==> src/rtl/piso_pkg.sv <==
// Shared types and helpers for the parallel-in serial-out transmitter.
package piso_pkg;

   typedef enum logic [2:0] {
      ST_IDLE   = 3'd0,
      ST_START  = 3'd1,
      ST_DATA   = 3'd2,
      ST_PARITY = 3'd3,
      ST_STOP   = 3'd4
   } piso_state_e;

   // Even parity bit: 1 when the word holds an odd number of ones.
   function automatic logic even_parity(input logic [31:0] d);
      return ^d;
   endfunction

endpackage

==> src/rtl/piso_shift_reg.sv <==
// WIDTH-bit right-shifting datapath register with load priority over shift.
module piso_shift_reg #(
   parameter int unsigned WIDTH = 8
) (
   input  logic             clk,
   input  logic             rst,
   input  logic             load,
   input  logic             shift_en,
   input  logic [WIDTH-1:0] d,
   output logic             lsb,
   output logic             nxt_lsb
);

   logic [WIDTH-1:0] q_q;

   always_ff @(posedge clk) begin
      if (rst) begin
         q_q <= '0;
      end else if (load) begin
         q_q <= d;
      end else if (shift_en) begin
         q_q <= {1'b0, q_q[WIDTH-1:1]};
      end
   end

   // Bit 1 is exposed so the controller can register the post-shift line value.
   assign lsb     = q_q[0];
   assign nxt_lsb = q_q[1];

endmodule

==> src/rtl/piso_tx_ctrl.sv <==
// Frame sequencer: start bit, LSB-first data, optional even parity, stop bit.
module piso_tx_ctrl #(
   parameter int unsigned WIDTH        = 8,
   parameter int unsigned CLKS_PER_BIT = 4,
   parameter int unsigned PARITY_EN    = 1
) (
   input  logic             clk,
   input  logic             rst,
   input  logic             in_valid,
   input  logic [WIDTH-1:0] in_data,
   output logic             in_ready,
   output logic             serial_out,
   output logic             busy,
   output logic             done
);
   import piso_pkg::*;

   localparam int unsigned DIV_W = (CLKS_PER_BIT > 1) ? $clog2(CLKS_PER_BIT) : 1;
   localparam int unsigned BIT_W = $clog2(WIDTH);
   localparam logic [DIV_W-1:0] DIV_LAST = DIV_W'(CLKS_PER_BIT - 1);
   localparam logic [BIT_W-1:0] BIT_LAST = BIT_W'(WIDTH - 1);

   piso_state_e      state_q, state_nxt;
   logic [DIV_W-1:0] div_q, div_nxt;
   logic [BIT_W-1:0] bit_q, bit_nxt;
   logic             parity_q;
   logic             hs;
   logic             div_tc;
   logic             sh_load, sh_shift;
   logic             sh_lsb, sh_nxt_lsb;
   logic             serial_nxt;
   logic             done_nxt;

   assign hs     = in_valid && in_ready;
   assign div_tc = (div_q == DIV_LAST);

   piso_shift_reg #(.WIDTH(WIDTH)) u_shift (
      .clk      (clk),
      .rst      (rst),
      .load     (sh_load),
      .shift_en (sh_shift),
      .d        (in_data),
      .lsb      (sh_lsb),
      .nxt_lsb  (sh_nxt_lsb)
   );

   // State, counters and registered outputs.
   always_ff @(posedge clk) begin
      if (rst) begin
         state_q    <= ST_IDLE;
         div_q      <= '0;
         bit_q      <= '0;
         parity_q   <= 1'b0;
         serial_out <= 1'b1;
         in_ready   <= 1'b1;
         busy       <= 1'b0;
         done       <= 1'b0;
      end else begin
         state_q    <= state_nxt;
         div_q      <= div_nxt;
         bit_q      <= bit_nxt;
         parity_q   <= hs ? even_parity(32'(in_data)) : parity_q;
         serial_out <= serial_nxt;
         in_ready   <= (state_nxt == ST_IDLE);
         busy       <= (state_nxt != ST_IDLE);
         done       <= done_nxt;
      end
   end

   // Next state, counter sequencing and next line value.
   always_comb begin
      state_nxt = state_q;
      div_nxt   = div_q;
      bit_nxt   = bit_q;
      sh_load   = 1'b0;
      sh_shift  = 1'b0;
      done_nxt  = 1'b0;

      case (state_q)
         ST_IDLE: begin
            if (hs) begin
               sh_load   = 1'b1;
               state_nxt = ST_START;
               div_nxt   = '0;
               bit_nxt   = '0;
            end
         end
         ST_START: begin
            div_nxt = div_q + DIV_W'(1);
            if (div_tc) begin
               div_nxt   = '0;
               state_nxt = ST_DATA;
            end
         end
         ST_DATA: begin
            div_nxt = div_q + DIV_W'(1);
            if (div_tc) begin
               div_nxt = '0;
               if (bit_q == BIT_LAST) begin
                  bit_nxt   = '0;
                  state_nxt = (PARITY_EN != 0) ? ST_PARITY : ST_STOP;
               end else begin
                  bit_nxt  = bit_q + BIT_W'(1);
                  sh_shift = 1'b1;
               end
            end
         end
         ST_PARITY: begin
            div_nxt = div_q + DIV_W'(1);
            if (div_tc) begin
               div_nxt   = '0;
               state_nxt = ST_STOP;
            end
         end
         ST_STOP: begin
            div_nxt = div_q + DIV_W'(1);
            if (div_tc) begin
               div_nxt   = '0;
               state_nxt = ST_IDLE;
               done_nxt  = 1'b1;
            end
         end
         default: begin
            state_nxt = ST_IDLE;
            div_nxt   = '0;
            bit_nxt   = '0;
         end
      endcase

      // A shifting edge must present the bit that becomes the new LSB.
      case (state_nxt)
         ST_START:  serial_nxt = 1'b0;
         ST_DATA:   serial_nxt = sh_shift ? sh_nxt_lsb : sh_lsb;
         ST_PARITY: serial_nxt = parity_q;
         default:   serial_nxt = 1'b1;
      endcase
   end

endmodule

==> config.mk <==
export PLATFORM = sky130hd
export DESIGN_NAME = piso_tx_ctrl
export DESIGN_NICKNAME = d
export VERILOG_FILES = /design/src/rtl/piso_pkg.sv /design/src/rtl/piso_shift_reg.sv /design/src/rtl/piso_tx_ctrl.sv
export SDC_FILE = /design/constraint.sdc
export NUM_CORES = 1
export LEC_CHECK = 0
export CAP_MARGIN = 20
export CORE_ASPECT_RATIO = 1.4
export CORE_MARGIN = 3
export CORE_UTILIZATION = 53
export CTS_BUF_LIST = sky130_fd_sc_hd__clkbuf_16
export DETAILED_ROUTE_END_ITERATION = 10
export PLACE_DENSITY = 0.75
export SYNTH_ARGS = -nofsm -noshare
export SYNTH_HDL_FRONTEND = slang
export SYNTH_SLANG_ARGS = --single-unit
==> constraint.sdc <==
create_clock -name clk -period 3.16 [get_ports clk]
set_clock_uncertainty 0.1 [all_clocks]
set_input_delay 0.474 -clock clk [delete_from_list [all_inputs] [get_ports clk]]
set_output_delay 0.474 -clock clk [all_outputs]
set_load 0.02 [all_outputs]
## Yosys cells after proc, flatten, opt, wreduce, memory -nomap -nowiden

Index checks and enable logic that the tools add are counted.

- Flip-flop bits (word level): 21
- Output and inout port bits: 4

- $add $sub $neg: 2
- Eq/ne operators: 11
- Muxes and demuxes: 24
- Bitwise logic cells: 2
- Reductions and logical operators: 10

Operator list:

| kind | count |
|---|---|
| 32-bit parity | 1 |
| 3-bit 2-to-1 mux | 9 |
| 8-bit 2-to-1 mux | 2 |
| 3-bit case mux with 5 select lines | 1 |
| 3-bit by 2-bit equality test with 1-bit output (second input constant) | 4 |
| 3-bit case mux with 3 select lines | 1 |
| 1-bit 2-to-1 mux | 7 |
| 3-bit by 1-bit equality test with 1-bit output (second input constant) | 2 |
| 3-bit equality test (second input constant) | 2 |
| 3-bit logical NOT | 2 |
| 2-bit 2-to-1 mux | 2 |
| 2-bit inequality test (second input constant) | 2 |
| 2-bit case mux with 2 select lines | 1 |
| 4-bit OR reduction | 1 |
| 3-bit by 1-bit adder with 3-bit output (second input constant) | 1 |
| 1-bit case mux with 3 select lines | 1 |
| 3-bit AND reduction | 1 |
| 3-bit nonzero test | 1 |
| 3-bit OR reduction | 1 |
| 2-bit by 1-bit adder with 2-bit output (second input constant) | 1 |
| 2-bit equality test (second input constant) | 1 |
| 1-bit inverter | 2 |
| 2-bit nonzero test | 1 |
| 2-bit OR reduction | 1 |
| 1-bit logical AND | 1 |

## Longest topological paths before layout

Gate-level depths: netlist of the first run.

- Depth after elaboration: 6
- Gate-level depth with buffers: 6
- Mapped depth without buffers: 6

## Cells and area by module

A second synthesis of the first run with hierarchy kept.

- Cells, all modules: 109
- Area total of the unflattened synthesis: 1,097.3 sq um

By module, submodules not included:

| module | times used | cells an instance | area an instance (sq um) |
|---|---|---|---|
| piso_tx_ctrl | 1 | 74 | 728.2 |
| piso_shift_reg | 1 | 35 | 369.1 |

## Least setup slack after synthesis of the first run

No wires, ideal clock.

- Path type: reg-to-reg
- Start point: register in_ready
- End point: register bit_q[0]
- Library setup time: 128 ps
- Arrival time: 1,359 ps
- Required time: 2,932 ps
- Setup slack: 1,573 ps
- Cell stages (with the launch flop): 6
- Buffers on the path: 1
- Period minus slack after synthesis: 1,587 ps
- Cell sequence: dfxtp_1 nand2_1 or3_1 buf_2 a41oi_1 nor2_1

- Word-level cells in the longest chain between the ends: 3

Ends and longest elaborated chain:

| what | RTL line | RTL |
|---|---|---|
| from (decl) | piso_tx_ctrl.sv:11 | `output logic in_ready,` |
| from (signal assigned) | piso_tx_ctrl.sv:64 | `in_ready <= (state_nxt == ST_IDLE);` |
| 1-bit logical AND | piso_tx_ctrl.sv:34 | `assign hs = in_valid && in_ready;` |
| 2-bit inequality test (no line) | -- |  |
| 3-bit AND reduction (no line) | -- |  |
| to (signal assigned) | piso_tx_ctrl.sv:61 | `bit_q <= bit_nxt;` |
| to (decl) | piso_tx_ctrl.sv:25 | `logic [BIT_W-1:0] bit_q, bit_nxt;` |

No other way between the ends.
A chain may end at the register's enable or synchronous reset.

## Worst setup path in the final report of the first run

- Start point: input port in_valid
- End point: register bit_q[0]

- Word-level cells in the longest chain between the ends: 3

Ends and longest elaborated chain:

| what | RTL line | RTL |
|---|---|---|
| from (decl) | piso_tx_ctrl.sv:9 | `input logic in_valid,` |
| 1-bit logical AND | piso_tx_ctrl.sv:34 |  |
| 2-bit inequality test (no line) | -- |  |
| 3-bit AND reduction (no line) | -- |  |

No other way between the ends.

==> metrics list, run 1 <==
* H-tree levels: 1
- Total core area: 1850 um2
- Wire length of the first global-routing pass: 3750 um
* Count of TritonRoute iterations in the first routing pass: 4
- The placed instances occupy a cell area of 1200 um2.
- Width of the die: 44.1 um
* Maximum vdd drop: 0.387 mV
* Post-route non-filler standard cell count: 155
- Outcome: complete, no violations
* Row count: 18
- Global routing used 19.4% of the available tracks.
* Starting utilization of the core area: 58.4%
* Flip-flop and latch count after synthesis: 21
- Total number of vias: 932
- Min setup slack post-route: 1.22 ns
- Via-per-instance ratio: 6.01
- Layout cells sized above 1: 4.44%
- Clock-pin slew reported for the worst setup and hold paths after clock tree synthesis: 0.06 ns
* Cell Chain, Critical Path: clkdlybuf4s50_1 > nand2_1 > or3_1 > a41oi_1 > nor2_1
- Of the post-synthesis cell area, the dominant cell type holds 39.0%.
- Summed over all cells, the static leakage comes to 0.464 nW.
- Slowest Stage Delay on Critical Path: 0.53 ns
- Summing all non-filler instances in the final layout gives an area of 1280 um2.
- The clock net in this run drives a total of 21 sinks.
- # DRC: 0
* Ys flop type: sky130_fd_sc_hd__dfxtp_1
- Max Clk Rate: 0.515 GHz
- Number of enable flip-flop cells after synthesis: 0
- Setup slack on the worst reg-to-reg path comes out at 1.27 ns.
- Sequential cell area fraction in the yosys report: 39.0%
* Worst max-slew margin expressed relative to the limit: 58.6%
- Counting every net in the synthesized netlist gives 139.
- The path with the worst hold slack has its endpoint at bit_q[2].
* Netlist Area Pre-Place: 1080 um2
* Count of final setup violators: 0
* Y dimension of the die: 59.4 um
- Routability congestion estimate from global placement: 0.838
- Overall routed net length: 2160 um
- Worst hold path depth: 2
- Data arrival time at the worst-slack endpoint: 1.96 ns
- Number of top-level pins: 15
- At the pin with the least slew margin, the transition time is 0.620 ns.
- Total placed cells including tap cells: 151
- Cell taking the most area after synthesis: sky130_fd_sc_hd__dfxtp_1
* Drt first-iter violations: 15
* Number of buffers created by CTS: 3
- In this run the worst path has a maximum fanout of 10.
- Proportion of synthesized flip-flops having asynchronous set or reset: 0%
* PwrDens: 528 nW/um2
* FILL cells: 165
* Number of buffers added on ports: 14
* Hold-fix buffers at CTS: 0
- DP Worst Slack: 0.951 ns
- Design Power: 675 uW
- After the last flow step, the layout net total stands at 150.
* Post-synthesis cell type count: 35
- The path class of the tightest hold or removal check is flop to flop.
- CTS tree: yes
* Most common cell in the netlist: sky130_fd_sc_hd__dfxtp_1
- Detailed placement finished with a half-perimeter wire length of 1580 um.
- R2R Path End: u_shift.q_q[2]
* Logic depth of the worst register-to-register path: 5
- Number of setup buffers added after CTS: 0
- Among all stages on the critical path, the largest delay is contributed by sky130_fd_sc_hd__or3_1.
- Cells fill 69.2% of the core in the end.
- The worst setup path is of the input port to flop kind.
- Max Cap Viol: 0
* Kind of start point of the critical path: input port
* Buffer depth of the longest clock path: 2
* Leading post-synthesis cells by cell area: sky130_fd_sc_hd__dfxtp_1 (39%), sky130_fd_sc_hd__xnor2_1 (6.5%), sky130_fd_sc_hd__nand2_1 (5.9%)
* Min-delay src: bit_q[2]
- Required time at the worst-slack endpoint: 3.18 ns
- Clock latency reported for the late side of the worst-skew pair: 0.25 ns
- Minimum clock period after layout: 1.94 ns
- Largest net degree at the start of global routing: 18
* Total Negative Setup Slacks: 0 ns
* Number of antenna violations at the first check in global routing: 0
* Count of antenna-violating nets left after detailed routing: 0
- Most used standard cells in the synthesized netlist: sky130_fd_sc_hd__dfxtp_1 (21), sky130_fd_sc_hd__nand2_1 (17), sky130_fd_sc_hd__nor2_1 (14)
* Global route overflow: 0
* Routed WL per cell: 13.9 um
* Synth-to-layout area growth: 18.4%
- Mean instance size in the synthesized netlist: 8.63 um2
* Critical Path Sink Type: flop
- The max-slew violation count is 0.
- Gate count after technology mapping: 125
- Setup repair after global routing left no endpoint under its margin.
- Final count of hold timing violations: 0
- Hold timing on the final database bottoms out at a slack of 0.378 ns.
- The repair_antennas step left the layout with diodes totalling 0.
- The die covers 2620 um2.
- Period utilization: 61.5%
* Number of warnings reported in the yosys synthesis log: 0
- In this run, post-CTS repair resized a total of 0 instances.
- The via count of the first global-routing pass was 874.
* CTS Root Cell: sky130_fd_sc_hd__clkbuf_16
* Reg2reg start: div_q[0]
registers in the layout (all words and copies together), names as in the netlist:
| signal | count |
|---|---|
| state_q | 3 |
| div_q | 2 |
| u_shift.q_q | 8 |
| parity_q | 1 |
| in_ready | 1 |
| bit_q | 3 |
| busy | 1 |
| serial_out | 1 |
| done | 1 |
final cells by class:
type / count / area, um2 / area share [%]
multi-input cells: 92 / 594 / 46.5
repair buffers: 15 / 148 / 11.6
well taps: 20 / 25.0 / 1.96
inverters: 3 / 11.3 / 0.881
clock inverters: 1 / 3.75 / 0.294
flip-flops and latches: 21 / 420 / 32.9
clock buffers: 3 / 75.1 / 5.88
cell usage in the layout (no fill, tap or decap):
| cell | synthesis | layout |
|---|---|---|
| sky130_fd_sc_hd__and3b_1 | 1 | 1 |
| sky130_fd_sc_hd__clkbuf_16 | 0 | 3 |
| sky130_fd_sc_hd__nand2_1 | 17 | 17 |
| sky130_fd_sc_hd__and2_1 | 2 | 2 |
| sky130_fd_sc_hd__nor3_1 | 3 | 3 |
| sky130_fd_sc_hd__ha_1 | 3 | 3 |
| sky130_fd_sc_hd__nand3_1 | 2 | 2 |
| sky130_fd_sc_hd__xnor2_1 | 8 | 8 |
| sky130_fd_sc_hd__o21ai_0 | 4 | 4 |
| sky130_fd_sc_hd__nand4bb_1 | 1 | 1 |
| sky130_fd_sc_hd__nor2_1 | 14 | 14 |
| sky130_fd_sc_hd__and4_1 | 1 | 1 |
| sky130_fd_sc_hd__a311oi_1 | 7 | 7 |
| sky130_fd_sc_hd__or3_1 | 3 | 3 |
| sky130_fd_sc_hd__clkdlybuf4s50_1 | 0 | 14 |
| sky130_fd_sc_hd__nand4b_1 | 1 | 1 |
| sky130_fd_sc_hd__a211oi_1 | 3 | 3 |
| sky130_fd_sc_hd__inv_1 | 3 | 4 |
| sky130_fd_sc_hd__o2bb2a_1 | 1 | 1 |
| sky130_fd_sc_hd__a21boi_0 | 1 | 1 |
| sky130_fd_sc_hd__o21bai_1 | 1 | 1 |
| sky130_fd_sc_hd__nand2b_1 | 1 | 1 |
| sky130_fd_sc_hd__nor2b_1 | 1 | 1 |
| sky130_fd_sc_hd__a21oi_1 | 6 | 6 |
| sky130_fd_sc_hd__nand4_1 | 3 | 3 |
| sky130_fd_sc_hd__a41oi_1 | 1 | 1 |
| sky130_fd_sc_hd__a22oi_1 | 1 | 1 |
| sky130_fd_sc_hd__or2_4 | 1 | 1 |
| sky130_fd_sc_hd__o21a_1 | 1 | 1 |
| sky130_fd_sc_hd__o32ai_4 | 1 | 1 |
| sky130_fd_sc_hd__nor4bb_1 | 1 | 1 |
| sky130_fd_sc_hd__dfxtp_1 | 21 | 21 |
| sky130_fd_sc_hd__o311ai_1 | 1 | 1 |
| sky130_fd_sc_hd__buf_4 | 0 | 1 |
| sky130_fd_sc_hd__o211ai_1 | 1 | 1 |
layer usage:
| layer | track usage (%) | routed length (um) | up-vias |
|---|---|---|---|
| li1 | - | - | 473 |
| met1 | 20.1 | 925 | 434 |
| met2 | 36.3 | 1100 | 20 |
| met3 | 2.74 | 78 | 5 |
| met4 | 10.3 | 51 | 0 |
| met5 | 0 | 0 | - |
worst max-delay path by stage:
| stage | startpoint | end | depth (start not counted) |
|---|---|---|---|
| 6_report | in_valid | bit_q[0] | 5 |
| 5_1_grt | div_q[0] | u_shift.q_q[4] | 5 |
| 4_1_cts | in_valid | bit_q[0] | 5 |
| 3_5_place_dp | in_valid | bit_q[0] | 5 |
| 3_3_place_gp | in_valid | bit_q[0] | 5 |
| 2_1_floorplan | in_ready | bit_q[0] | 5 |
power by group:
| part | internal [mW] | total [mW] | leakage [nW] | switching, mW |
|---|---|---|---|---|
| clock network | 0.169 | 0.265 | 0.0423 | 0.0963 |
| registers | 0.284 | 0.297 | 0.172 | 0.0131 |
| logic | 0.0554 | 0.113 | 0.250 | 0.0577 |
| total | 0.508 | 0.675 | 0.464 | 0.167 |
cells by family after synthesis:
kind of cell	synth area share, %
simple gates	24.1
buf+inv	5.92
fa+ha+maj	3.48
compound gates	21.0
xor+xnor	6.50
flops	39.0
worst max-delay path, delay by kind of cell:
| family | cells | cell delay, ns |
|---|---|---|
| and+or+nand+nor | 3 | 0.72 |
| buffers and inverters | 1 | 0.52 |
| AOI/OAI and AO/OA | 1 | 0.25 |
No activity file was read; power rests on OpenSTA's default activity.
==> run 2, diff against run 1 <==
CORE_UTILIZATION = 47   (was 53)
PLACE_DENSITY = 0.7   (was 0.75)
clock period = 1.7 ns   (was 3.16 ns; I/O delays follow)
==> run 2 against run 1 <==
Net effect: sequential share of layout area decreased by 3.3 points; non-clock buffer count increased by 13; global-route usage increased by 0.088 points; cell count increased by 9.0%; register-to-register slack got worse by 1.2 ns; worst setup slack got worse by 1.1 ns; first-iteration DRC count increased by 110%.
==> metrics list, run 2 (synthesis results as in run 1) <==
* Outcome: complete, no violations (unchanged)
- Int Pwr: 971 uW (was 508 uW)
- The end point of the critical path is in_ready (was bit_q[0]).
- The number of clock buffers inserted by TritonCTS came to 3 (unchanged).
* Final instance area: 1420 um2 (was 1280 um2)
* Min setup slack post-route: 0.101 ns (was 1.22 ns)
* Period utilization: 94.0%
- The number of levels in the clock H-tree was 1 (unchanged).
- The post-route DRC violation count is 0 (unchanged).
- The worst flop-to-flop path endpoint is in_ready (was u_shift.q_q[2]).
- Top Registers: u_shift.q_q (8), bit_q (3), state_q (3) (unchanged)
- Row count: 19 (was 18)
- The instance count on the critical path came to 6 (was 5).
- The flip-flop count of the largest register, all copies and words added came to 8 (unchanged).
- Data arrival time at the worst-slack endpoint: 1.64 ns (was 1.96 ns)
- PwrDens: 904 nW/um2 (was 528 nW/um2)
- Number of top-level pins: 15 (unchanged)
- The count of max-cap constraint violations came to 0 (unchanged).
* Gate family responsible for the most delay along the worst path: simple AND/OR/NAND/NOR gates (unchanged)
* Cell repeated most along the worst path: sky130_fd_sc_hd__buf_4
- The clock-pin slew on the worst setup and hold paths was 0.06 ns (about the same).
- Total half-perimeter wirelength after legalization and detailed placement: 1870 um (was 1580 um)
* Total core area: 2070 um2 (was 1850 um2)
* Share of total power in the clock network: 37.8% (was 39.3%)
- The category of the worst setup path capture point is a flop (unchanged).
* Worst slew pin tran: 0.291 ns (was 0.620 ns)
* Switching power as a share of total power: 24.5% (was 24.8%)
- Final count of hold timing violations: 0 (unchanged)
- Layout cells sized above 1: 18.2% (was 4.44%)
- DP Worst Slack: -0.193 ns (was 0.951 ns)
- The type of the tightest min-delay check is flop to flop (unchanged).
- The count of buffers from port buffering came to 14 (unchanged).
* Setup slack on the worst flop-to-flop path: 0.10 ns (was 1.27 ns)
- Net count reported at finish: 163 (was 150)
- The combinational power share was 19.3% (was 16.7%).
- Hold-fix buffers at CTS: 0 (unchanged)
- The critical path's slowest cell is sky130_fd_sc_hd__or3_1 (unchanged).
- The number of clock sinks was 21 (unchanged).
- Commonest non-fill, non-tap cells in the layout: sky130_fd_sc_hd__dfxtp_1 (20), sky130_fd_sc_hd__nand2_1 (17), sky130_fd_sc_hd__nor2_1 (14), sky130_fd_sc_hd__buf_4 (14), sky130_fd_sc_hd__clkdlybuf4s50_1 (13) (was sky130_fd_sc_hd__dfxtp_1 (21), sky130_fd_sc_hd__nand2_1 (17), sky130_fd_sc_hd__nor2_1 (14), sky130_fd_sc_hd__clkdlybuf4s50_1 (14), sky130_fd_sc_hd__xnor2_1 (8)).
- Total Negative Setup Slacks: 0 ns (unchanged)
* Fin. max-slew vios: 0 (unchanged)
- Area of the multi-input gates: 638 um2 (was 594 um2)
- Setup crit start: div_q[0] (was in_valid)
- The die area is 2910 um2 (was 2620 um2).
- Sequential cell area: 422 um2 (was 420 um2)
- The number of DRC markers in iteration 0 is 31 (was 15).
- Reg2reg start: div_q[0] (unchanged)
- Count of final setup violators: 0 (unchanged)
* Total cell area at the placement stage: 1300 um2 (was 1200 um2)
* Count of antenna-violating nets left after detailed routing: 0 (unchanged)
- The maximum number of pins on one net before global-route repair came to 17 (was 18).
- The placer congestion estimate came to 0.789 (was 0.838).
- Max Clk Rate: 0.626 GHz
- The overall power after layout was 1.29 mW (was 675 uW).
- FILL cells: 181 (was 165)
* Cell Chain, Critical Path: ha_2 > buf_4 > or3_1 > o21ai_1 > buf_4 > nand2_1 (was clkdlybuf4s50_1 > nand2_1 > or3_1 > a41oi_1 > nor2_1)
* Total number of vias: 1000 (was 932)
- Overall routing resource usage: 19.5% (was 19.4%)
- The maximum vdd drop came to 0.648 mV (was 0.387 mV).
- Clock latency reported for the late side of the worst-skew pair: 0.25 ns (about the same)
* Synth-to-layout area growth: 32.0% (was 18.4%)
- CTS Root Cell: sky130_fd_sc_hd__clkbuf_16 (unchanged)
* Kind of critical path: flop to flop (was input port to flop)
* Leak: 0.534 nW (was 0.464 nW)
- The depth of the worst register-to-register path is 6 (was 5).
- The CTS tree is yes (unchanged).
- Largest Register: u_shift.q_q (unchanged)
- The nature of the critical path startpoint is a flop (was input port).
- The total inserted antenna cells came to 0 (unchanged).
* Minimum clock period after layout: 1.60 ns
- The number of antenna violations at the first check in global routing was 0 (unchanged).
- Switching power: 316 uW (was 167 uW)
* Overall routed net length: 2440 um (was 2160 um)
* Seq pwr share: 42.9% (was 44.0%)
- Worst max-slew margin expressed relative to the limit: 80.3% (was 58.6%)
* Largest driver fanout on the critical path: 10 (unchanged)
- The height of the chip is 62.7 um (was 59.4 um).
- Count of TritonRoute iterations in the first routing pass: 4 (unchanged)
- Global route overflow: 0 (unchanged)
- The worst endpoint required time came to 1.74 ns (was 3.18 ns).
* Slowest Stage Delay on Critical Path: 0.39 ns (was 0.53 ns)
* Buffer depth of the longest clock path: 2 (unchanged)
- CP Buf/Inv Count: 2 (was 1)
* Wire length of the first global-routing pass: 4250 um (was 3750 um)
* Commonest non-fill, non-tap cell in the layout: sky130_fd_sc_hd__dfxtp_1 (unchanged)
- The via-per-instance ratio came to 5.92 (was 6.01).
* Width of the die: 46.5 um (was 44.1 um)
- The post-CTS repair timing setup buffer count is 0 (unchanged).
* Starting utilization of the core area: 52.1% (was 58.4%)
* Via count of the first global-routing pass: 993 (was 874)
* Routed WL per cell: 14.4 um (was 13.9 um)
-- run 2: changes by cell type in the layout (fill, tap and decap cells not counted), moves of 2 or more --
cell and delta:
sky130_fd_sc_hd__buf_4 +13, sky130_fd_sc_hd__o21ai_0 -3, sky130_fd_sc_hd__o21ai_1 +3, sky130_fd_sc_hd__ha_1 -2
sky130_fd_sc_hd__ha_2 +2
-- run 2: layout make-up --
cell class,instances,area share (%)
clock inverter,1,0.264
inverter,3,0.791
tap,21,1.85
multi-input combinational,92,44.8
timing repair buffer,28,17.4
clock buffer,3,5.27
sequential,21,29.6
-- run 2: metrics by stage --
| step | std cells | hold slack, ns | utilization [%] |
|---|---|---|---|
| after floorplan | 125 | 0.271 | - |
| after global placement | 165 | 0.368 | 62.7 |
| after detailed placement | 165 | 0.381 | 62.7 |
| after CTS | 169 | 0.389 | 67.3 |
| after global routing | 169 | 0.416 | 68.8 |
| final | 169 | 0.386 | 68.8 |
-- run 2: worst min path at each step --
stage                        start        endpoint  cells past startpoint
finish                    bit_q[1]        bit_q[1]                      2
global route              div_q[0]        div_q[0]                      2
CTS                       bit_q[1]        bit_q[1]                      2
detailed placement        bit_q[1]        bit_q[1]                      2
global placement    u_shift.q_q[2]  u_shift.q_q[1]                      2
floorplan                 in_valid        parity_q                      1
-- run 2: worst register-to-register path: cells and delay by family (launching register included) --
kind,cells,cell delay (ns)
flops,1,0.32
fa+ha+maj,1,0.21
compound gates,1,0.13
simple gates,2,0.43
buf+inv,2,0.31
-- run 2: repair_timing --
| action | 4_1_cts | 5_1_grt |
|---|---|---|
| pin swaps | 0 | 0 |
| resized for setup | 1 | 12 |
| endpoints found under the setup margin | 1 | 14 |
-- run 2: power groups by stage --
stage / registers (mW) / logic, mW / clock network (mW)
finish: 0.552 / 0.249 / 0.486
global route: 0.557 / 0.273 / 0.521
CTS: 0.550 / 0.243 / 0.498
detailed placement: 0.561 / 0.241 / 0
global placement: 0.559 / 0.233 / 0
floorplan: 0.562 / 0.145 / 0
-- run 2: metal layers --
layer / vias up / global-route usage (%) / wire (um)
li1: 498 / - / -
met1: 471 / 22.9 / 966
met2: 23 / 32.2 / 1340
met3: 8 / 3.46 / 65
met4: 0 / 9.25 / 71
met5: - / 0 / 0
